**src/rtl/pwm_pkg.sv**
```systemverilog
// pwm_pkg: shared constants, types and helpers for the multi-channel PWM block.
//   PWM_CH_DEFAULT / PWM_RES_DEFAULT : default channel count and resolution
//   pwm_max(res)                     : largest counter/duty code for a resolution
//   cnt_dir_t                        : counter direction, used only when
//                                      PWM_CENTER_ALIGN_EN is defined
package pwm_pkg;

    localparam int unsigned PWM_CH_DEFAULT  = 4;
    localparam int unsigned PWM_RES_DEFAULT = 4;

    function automatic int unsigned pwm_max(input int unsigned res);
        return (32'd1 << res) - 32'd1;
    endfunction

    typedef enum logic {
        DIR_UP,
        DIR_DOWN
    } cnt_dir_t;

endpackage

```
**src/rtl/pwm_multi_channel_if.sv**
```systemverilog
// pwm_multi_channel_if: duty/enable inputs and PWM status outputs of the block.
//   duty_in      : packed duty values, channel k at [k*RES +: RES]
//   duty_wr      : one-cycle strobe capturing duty_in into the shadow registers
//   ch_en        : per-channel output enable
//   pwm_out      : registered PWM outputs
//   clk_div      : registered 50 % clock, one period per PWM period
//   period_start : one-cycle pulse at the first phase of each period
//   upd_pending  : shadow holds a value not yet transferred to active
// master = the controller driving duties, slave = the PWM block.
interface pwm_multi_channel_if
    import pwm_pkg::*;
#(
    parameter int unsigned CH  = PWM_CH_DEFAULT,
    parameter int unsigned RES = PWM_RES_DEFAULT
) ();

    logic [CH*RES-1:0] duty_in;
    logic              duty_wr;
    logic [CH-1:0]     ch_en;
    logic [CH-1:0]     pwm_out;
    logic              clk_div;
    logic              period_start;
    logic              upd_pending;

    modport master (
        output duty_in, duty_wr, ch_en,
        input  pwm_out, clk_div, period_start, upd_pending
    );

    modport slave (
        input  duty_in, duty_wr, ch_en,
        output pwm_out, clk_div, period_start, upd_pending
    );

endinterface

```
**src/rtl/pwm_channel_cmp.sv**
```systemverilog
// pwm_channel_cmp: one PWM channel - shadow/active duty registers and the
// registered compare against the shared period counter.
//   clk_3125KHz, rst_n : clock, asynchronous active-low reset
//   cnt                : shared period counter
//   duty_in, duty_wr   : duty value for this channel and its write strobe
//   boundary           : high on the period's last cycle (transfer point)
//   ch_en              : output enable
//   pwm_out            : registered PWM output
module pwm_channel_cmp
    import pwm_pkg::*;
#(
    parameter int unsigned RES = PWM_RES_DEFAULT
) (
    input  logic           clk_3125KHz,
    input  logic           rst_n,
    input  logic [RES-1:0] cnt,
    input  logic [RES-1:0] duty_in,
    input  logic           duty_wr,
    input  logic           boundary,
    input  logic           ch_en,
    output logic           pwm_out
);

    logic [RES-1:0] shadow;
    logic [RES-1:0] active;

    always_ff @(posedge clk_3125KHz or negedge rst_n) begin
        if (!rst_n) begin
            shadow  <= '0;
            active  <= '0;
            pwm_out <= 1'b0;
        end else begin
            if (duty_wr)
                shadow <= duty_in;
            // A write on the boundary cycle bypasses the shadow so it still
            // lands in the next period.
            if (boundary)
                active <= duty_wr ? duty_in : shadow;
            pwm_out <= ch_en && (cnt < active);
        end
    end

endmodule

```
**src/rtl/pwm_multi_channel.sv**
```systemverilog
// pwm_multi_channel: CH-channel PWM generator on a shared period counter.
//   clk_3125KHz : system clock
//   rst_n       : asynchronous active-low reset
//   bus         : pwm_multi_channel_if.slave (duty_in, duty_wr, ch_en in;
//                 pwm_out, clk_div, period_start, upd_pending out)
// Define PWM_CENTER_ALIGN_EN for center-aligned counting (0..MAX..1, period
// 2*MAX); otherwise the counter is edge-aligned (0..MAX, period 2^RES).
module pwm_multi_channel
    import pwm_pkg::*;
#(
    parameter int unsigned CH  = PWM_CH_DEFAULT,
    parameter int unsigned RES = PWM_RES_DEFAULT
) (
    input logic             clk_3125KHz,
    input logic             rst_n,
    pwm_multi_channel_if.slave bus
);

    localparam logic [RES-1:0] CNT_MAX = RES'(pwm_max(RES));

    logic [RES-1:0] cnt;
    logic           boundary;
    logic           div_next;
    logic           clk_div_q;
    logic           period_start_q;
    logic           upd_pending_q;
    logic [CH-1:0]  pwm_q;

`ifdef PWM_CENTER_ALIGN_EN
    cnt_dir_t dir;

    always_ff @(posedge clk_3125KHz or negedge rst_n) begin
        if (!rst_n) begin
            cnt <= '0;
            dir <= DIR_UP;
        end else if (dir == DIR_UP) begin
            if (cnt == CNT_MAX) begin
                cnt <= CNT_MAX - RES'(1);
                dir <= DIR_DOWN;
            end else begin
                cnt <= cnt + RES'(1);
            end
        end else begin
            if (cnt == RES'(1)) begin
                cnt <= '0;
                dir <= DIR_UP;
            end else begin
                cnt <= cnt - RES'(1);
            end
        end
    end

    assign boundary = (dir == DIR_DOWN) && (cnt == RES'(1));
    assign div_next = (dir == DIR_UP) && (cnt != CNT_MAX);
`else
    always_ff @(posedge clk_3125KHz or negedge rst_n) begin
        if (!rst_n)
            cnt <= '0;
        else
            cnt <= cnt + RES'(1);
    end

    assign boundary = (cnt == CNT_MAX);
    // cnt < 2^(RES-1) is exactly the MSB being clear.
    assign div_next = ~cnt[RES-1];
`endif

    always_ff @(posedge clk_3125KHz or negedge rst_n) begin
        if (!rst_n) begin
            clk_div_q      <= 1'b0;
            period_start_q <= 1'b0;
            upd_pending_q  <= 1'b0;
        end else begin
            clk_div_q      <= div_next;
            period_start_q <= (cnt == '0);
            if (boundary)
                upd_pending_q <= 1'b0;
            else if (bus.duty_wr)
                upd_pending_q <= 1'b1;
        end
    end

    for (genvar k = 0; k < CH; k++) begin : g_ch
        pwm_channel_cmp #(.RES(RES)) u_ch (
            .clk_3125KHz (clk_3125KHz),
            .rst_n       (rst_n),
            .cnt         (cnt),
            .duty_in     (bus.duty_in[k*RES +: RES]),
            .duty_wr     (bus.duty_wr),
            .boundary    (boundary),
            .ch_en       (bus.ch_en[k]),
            .pwm_out     (pwm_q[k])
        );
    end

    assign bus.pwm_out      = pwm_q;
    assign bus.clk_div      = clk_div_q;
    assign bus.period_start = period_start_q;
    assign bus.upd_pending  = upd_pending_q;

endmodule

```
**src/flat_wrapper.sv**
```systemverilog
// flat-port wrapper written by rule: the top's interface ports become plain ports
module pwm_multi_channel_flat import pwm_pkg::*;
#(
    parameter int unsigned CH  = PWM_CH_DEFAULT,
    parameter int unsigned RES = PWM_RES_DEFAULT
)
  (clk_3125KHz, rst_n, bus_duty_in, bus_duty_wr, bus_ch_en, bus_pwm_out, bus_clk_div, bus_period_start, bus_upd_pending);
  pwm_multi_channel_if #(.CH(CH), .RES(RES)) bus_i ();
  input logic clk_3125KHz;
  input logic rst_n;
  input wire logic [$bits(bus_i.duty_in)-1:0] bus_duty_in;
  input wire logic [$bits(bus_i.duty_wr)-1:0] bus_duty_wr;
  input wire logic [$bits(bus_i.ch_en)-1:0] bus_ch_en;
  output wire logic [$bits(bus_i.pwm_out)-1:0] bus_pwm_out;
  output wire logic [$bits(bus_i.clk_div)-1:0] bus_clk_div;
  output wire logic [$bits(bus_i.period_start)-1:0] bus_period_start;
  output wire logic [$bits(bus_i.upd_pending)-1:0] bus_upd_pending;
  assign bus_i.duty_in = bus_duty_in;
  assign bus_i.duty_wr = bus_duty_wr;
  assign bus_i.ch_en = bus_ch_en;
  assign bus_pwm_out = bus_i.pwm_out;
  assign bus_clk_div = bus_i.clk_div;
  assign bus_period_start = bus_i.period_start;
  assign bus_upd_pending = bus_i.upd_pending;
  pwm_multi_channel #(.CH(CH), .RES(RES)) u_core (.clk_3125KHz(clk_3125KHz), .rst_n(rst_n), .bus(bus_i));
endmodule
```
**config.mk**
```make
export PLATFORM = sky130hd
export DESIGN_NAME = pwm_multi_channel_flat
export DESIGN_NICKNAME = d
export VERILOG_FILES = /design/src/rtl/pwm_pkg.sv /design/src/rtl/pwm_multi_channel_if.sv /design/src/rtl/pwm_channel_cmp.sv /design/src/rtl/pwm_multi_channel.sv /design/src/flat_wrapper.sv
export SDC_FILE = /design/constraint.sdc
export NUM_CORES = 1
export LEC_CHECK = 0
export ABC_AREA = 1
export CAP_MARGIN = 20
export CORE_UTILIZATION = 50
export CTS_CLUSTER_SIZE = 25
export DETAILED_ROUTE_END_ITERATION = 7
export PLACE_DENSITY = 0.74
export SLEW_MARGIN = 20
export SYNTH_ARGS = -nofsm -noshare
export SYNTH_HDL_FRONTEND = slang
export SYNTH_SLANG_ARGS = --single-unit
```
**constraint.sdc**
```tcl
create_clock -name clk_3125KHz -period 2.4 [get_ports clk_3125KHz]
set_clock_uncertainty 0.2 [all_clocks]
set_input_delay 0.6 -clock clk_3125KHz [delete_from_list [all_inputs] [get_ports clk_3125KHz]]
set_output_delay 0.6 -clock clk_3125KHz [all_outputs]
set_load 0.03 [all_outputs]
```
### Yosys cells after proc, flatten, opt, wreduce, memory -nomap -nowiden

Cells that the tools add are included.

| cells by class | value |
|---|---|
| $add $sub $neg | 1 |
| magnitude comparators | 4 |
| reduce and logical (&&, ||, !) cells | 6 |
| equal/unequal tests | 1 |
| bitwise logic cells | 1 |
| multiplexer cells | 6 |

Operators with widths:

| kind | number |
|---|---|
| 4-bit < comparator | 4 |
| 4-bit 2-to-1 mux | 4 |
| 4-bit by 1-bit adder with 4-bit output (second input constant) | 1 |
| 4-bit equality test (second input constant) | 1 |
| 1-bit logical AND | 4 |
| 4-bit logical NOT | 1 |
| 1-bit 2-to-1 mux | 2 |
| 2-bit nonzero test | 1 |
| 1-bit inverter | 1 |

| storage, ports and cells | value |
|---|---|
| word-level logic and storage cells | 35 |
| input bits | 23 |
| output and inout bits | 7 |
| register bits | 43 |

### Longest topological paths before layout

| depth | value |
|---|---|
| depth after elaboration | 2 |
| gate-level depth with buffers | 6 |
| mapped depth without buffers | 5 |

### Cells and area by module

Synthesis repeated with hierarchy kept, for this count alone.

| unflattened totals | value |
|---|---|
| cell total of the unflattened synthesis | 207 |
| area, all modules | 1890.6 um2 |

By module, submodules not included:

| module | cells an instance | area each (um2) | sequential area each (um2) | instances |
|---|---|---|---|---|
| pwm_channel_cmp | 46 | 405.4 | 225.2 | 4 |
| pwm_multi_channel | 23 | 269.0 | 175.2 | 1 |

### Worst setup path after synthesis

OpenSTA, ideal clock, no wires.

| timing path | value |
|---|---|
| kind | register to register |
| start | register u_core.cnt[1] |
| end | register u_core.g_ch[1].u_ch.active[3] |
| buffers on the path | 1 |
| library setup time | 118 ps |
| arrival | 1136 ps |
| stages on the path, launching flop included | 7 |
| setup slack | 946 ps |
| period minus slack after synthesis | 1454 ps |
| required time | 2082 ps |
| cell sequence | dfrtp_1 -> ha_1 -> nand3_4 -> clkinv_4 -> buf_8 -> nand2_1 -> o21ai_2 |

| on the way | value |
|---|---|
| cells in the longest elaborated chain, start to end | 1 |

RTL lines:

| item | line | source |
|---|---|---|
| from (decl) | pwm_multi_channel.sv:21 | `logic [RES-1:0] cnt;` |
| from (signal assigned) | pwm_multi_channel.sv:60 | `cnt <= cnt + RES'(1);` |
| 4-bit equality test | pwm_multi_channel.sv:63 | `assign boundary = (cnt == CNT_MAX);` |
| to (signal assigned) | pwm_channel_cmp.sv:38 | `active <= duty_wr ? duty_in : shadow;` |
| to (decl) | pwm_channel_cmp.sv:25 | `logic [RES-1:0] active;` |

No other way between the ends.
A chain may end at the register's enable or synchronous reset.

### Worst setup path in the final report

| timing path | value |
|---|---|
| start | register u_core.upd_pending_q, in the netlist u_core.bus.upd_pending |
| end | output port bus_upd_pending |

RTL lines:

| item | line | source |
|---|---|---|
| from (decl) | pwm_multi_channel.sv:26 | `logic upd_pending_q;` |
| from (signal assigned) | pwm_multi_channel.sv:72 | `upd_pending_q <= 1'b0;` |
| from (signal assigned) | pwm_multi_channel.sv:77 | `upd_pending_q <= 1'b0;` |
| from (signal assigned) | pwm_multi_channel.sv:79 | `upd_pending_q <= 1'b1;` |
| to (decl) | flat_wrapper.sv:17 | `output wire logic [$bits(bus_i.upd_pending)-1:0] bus_upd_pending;` |

No word-level cell between the ends.

==> run metrics <==
status=completed; H-tree levels=2; crit path cell chain=clkdlybuf4s50_1; number of global-route vias before repair=1363; crit-path max FO=2; Final Hold Fails=0; CTS Buf Count=5; Max stage delay on crit path=0.67 ns; fin. max-slew vios=0; Clock Sinks=43; critical path type=reg2out; Synth Area in Adders=8.57%; Tcrit/Tclk final=between 80% and 90%; worst r2r src=u_core.cnt[1]; Synth Instances=209; final std cells w/o fill=approximately 290; min Tclk post-route=~2.1 ns; Setup Buffers After CTS=0; CP Buf/Inv Count=1; fill count=354; die area=roughly 0.0043 mm^2; Area Overhead vs Synth=18.5%; Hold Buf Count CTS=0; clock buffer depth=2; hpwl dp=2300 um; Via density=4.69; yosys warns=0; post-synthesis mux area share=0%; Simple-Gate Fraction of Synth Area=14.2%; Max rail drop VDD=0.365 mV; drt pass-1 iters=4; Initial Util=between 50% and 60%; Post-DRT Antenna Nets=0; worst r2r path cells=5; crit end category=output pin; compound-cell area share of the yosys netlist=11.4%; gr ovfl total=0; antenna violations before repair=0; Slew headroom=between 60 and 70%; Leak Pwr=1.21 nW; CP arrival=1.31 ns; routed vias=1346; Avg Cell Area, Syn=9.78 um^2; HP Class=in2async; Port Buffers=29; CORE AREA=0.00380 mm^2; drt initial violations=50; xor/xnor cell area share of the yosys netlist=0.857%; CP max stage cell=clkdlybuf4s50_1; nets=275; ANT cells=0; Die H=around 66 um; Post-Synthesis Cell Area=around 0.0020 mm^2; wire per inst=12.1 um; Seq/Total Area, Yosys=between 50% and 60%; reg-to-reg endpoint=u_core.g_ch[0].u_ch.active[1]; setup TNS=0 ns; share of layout cells above drive strength 1=13.4%; final setup vio count=0; remaining design rule violation count=0; PostCTS Resize Cnt=0; I/O Pins=30; clk root buf=clkbuf_8; post-synth cell types=18; MaxCap Viol Count=0; placed cell count=279; Syn Nets=246; Row Count=22; largest family of logic cells by synthesized area=simple AND/OR/NAND/NOR gates; R2R Setup Slk=0.75 ns; FMAX=0.475 GHz; #FFs+latches synth=43; commonest non-fill, non-tap cell in the layout=nand2_1; most frequent cells in the layout=58 x nand2_1, 43 x dfrtp_1, 40 x inv_1; DRT Wirelength=between 3000 and 4000 um; RSZ-0062 raised after global routing=no; Clock Latency Late Sink=around 0.3 ns; Pwr Density=about 620 mW/mm^2; global-route wire length before repair=6020 um; CP Data Required Time=1.60 ns; CTS tree=done; Worst Tran Pin Value=0.535 ns; gr usage total=19.3%; Worst setup SP type=flop; Final GP Congestion=about 0.75; DIE WIDTH=65.9 um; pin count of the biggest net entering global routing=44; cell family with most CP delay=buffers and inverters; Clock transition at path regs=about 0.080 ns; Finished Core Util=63.8%
-- metrics by stage --
step	hold slack, ns	worst slack [ns]	power (mW)	instance area, um^2
after CTS	0.175	0.276	1.51	2420
after floorplan	0.104	0.946	0.929	2040
after detailed placement	0.267	0.467	1.01	2320
after global routing	0.219	0.253	1.57	2420
final	0.165	0.293	1.49	2420
after global placement	0.265	0.490	1.00	2320
-- registers in the layout (all words and copies together), names as in the netlist --
signal and count:
u_core.cnt 4, u_core.g_ch.u_ch.pwm_out 4, u_core.bus.period_start 1, u_core.g_ch.u_ch.active 16
u_core.bus.clk_div 1, u_core.g_ch.u_ch.shadow 16, u_core.bus.upd_pending 1
-- cells in the mapped netlist --
master | count | area, um^2
o21ai_1 | 5 | 25.0
o21ai_2 | 18 | 158
o21ai_0 | 6 | 30.0
buf_4 | 4 | 30.0
buf_8 | 2 | 30.0
clkinv_4 | 1 | 8.76
ha_1 | 14 | 175
buf_6 | 3 | 33.8
a21oi_1 | 4 | 20.0
dfrtp_1 | 43 | 1080
nand2_2 | 2 | 12.5
xor2_1 | 2 | 17.5
inv_1 | 40 | 150
nand3_1 | 1 | 5.00
nand2_1 | 58 | 218
nand3b_1 | 4 | 30.0
nor3b_1 | 1 | 7.51
nand3_4 | 1 | 17.5
-- area by class of cell --
cell class	instances	area, um^2	share of cell area [%]
Sequential cell	43	1080	44.4
Multi-Input combinational cell	116	716	29.5
Timing Repair Buffer	31	313	12.9
Inverter	41	159	6.56
Clock buffer	8	100	4.13
Tap cell	48	60.1	2.48
-- report_power, final --
part           internal [mW]  leakage [nW]  total (mW)  switching (mW)
Clock                  0.263        0.0515       0.502           0.239
Sequential             0.778         0.518       0.793          0.0155
Combinational         0.0903         0.637       0.198           0.107
-- worst max path at each step --
stage	startpoint	end	slack [ns]	depth (start not counted)
5_1_grt	u_core.g_ch[2].u_ch.pwm_out	bus_pwm_out[2]	0.25	1
2_1_floorplan	u_core.cnt[1]	u_core.g_ch[1].u_ch.active[3]	0.95	6
3_3_place_gp	bus_duty_wr	u_core.g_ch[2].u_ch.active[3]	0.49	6
6_report	u_core.bus.upd_pending	bus_upd_pending	0.29	1
3_5_place_dp	bus_duty_wr	u_core.g_ch[0].u_ch.active[1]	0.47	6
4_1_cts	u_core.bus.upd_pending	bus_upd_pending	0.28	1
-- routing by layer --
metal | part of all wire (%) | track usage [%]
met2 | 45 | 30.6
met3 | 4.2 | 4.31
met5 | 0 | 0
met1 | 49 | 24.0
met4 | 1.8 | 11.2
-- cell families (layout without fill, tap and decap cells) --
logic type	after synthesis	after routing
AO/OA/AOI/OAI	33	33
XOR/XNOR	2	2
adder cells (fa/ha/maj)	14	14
buffers and inverters	50	80
flip-flops	43	43
AND/OR/NAND/NOR	67	67
No activity file was read; power rests on OpenSTA's default activity.
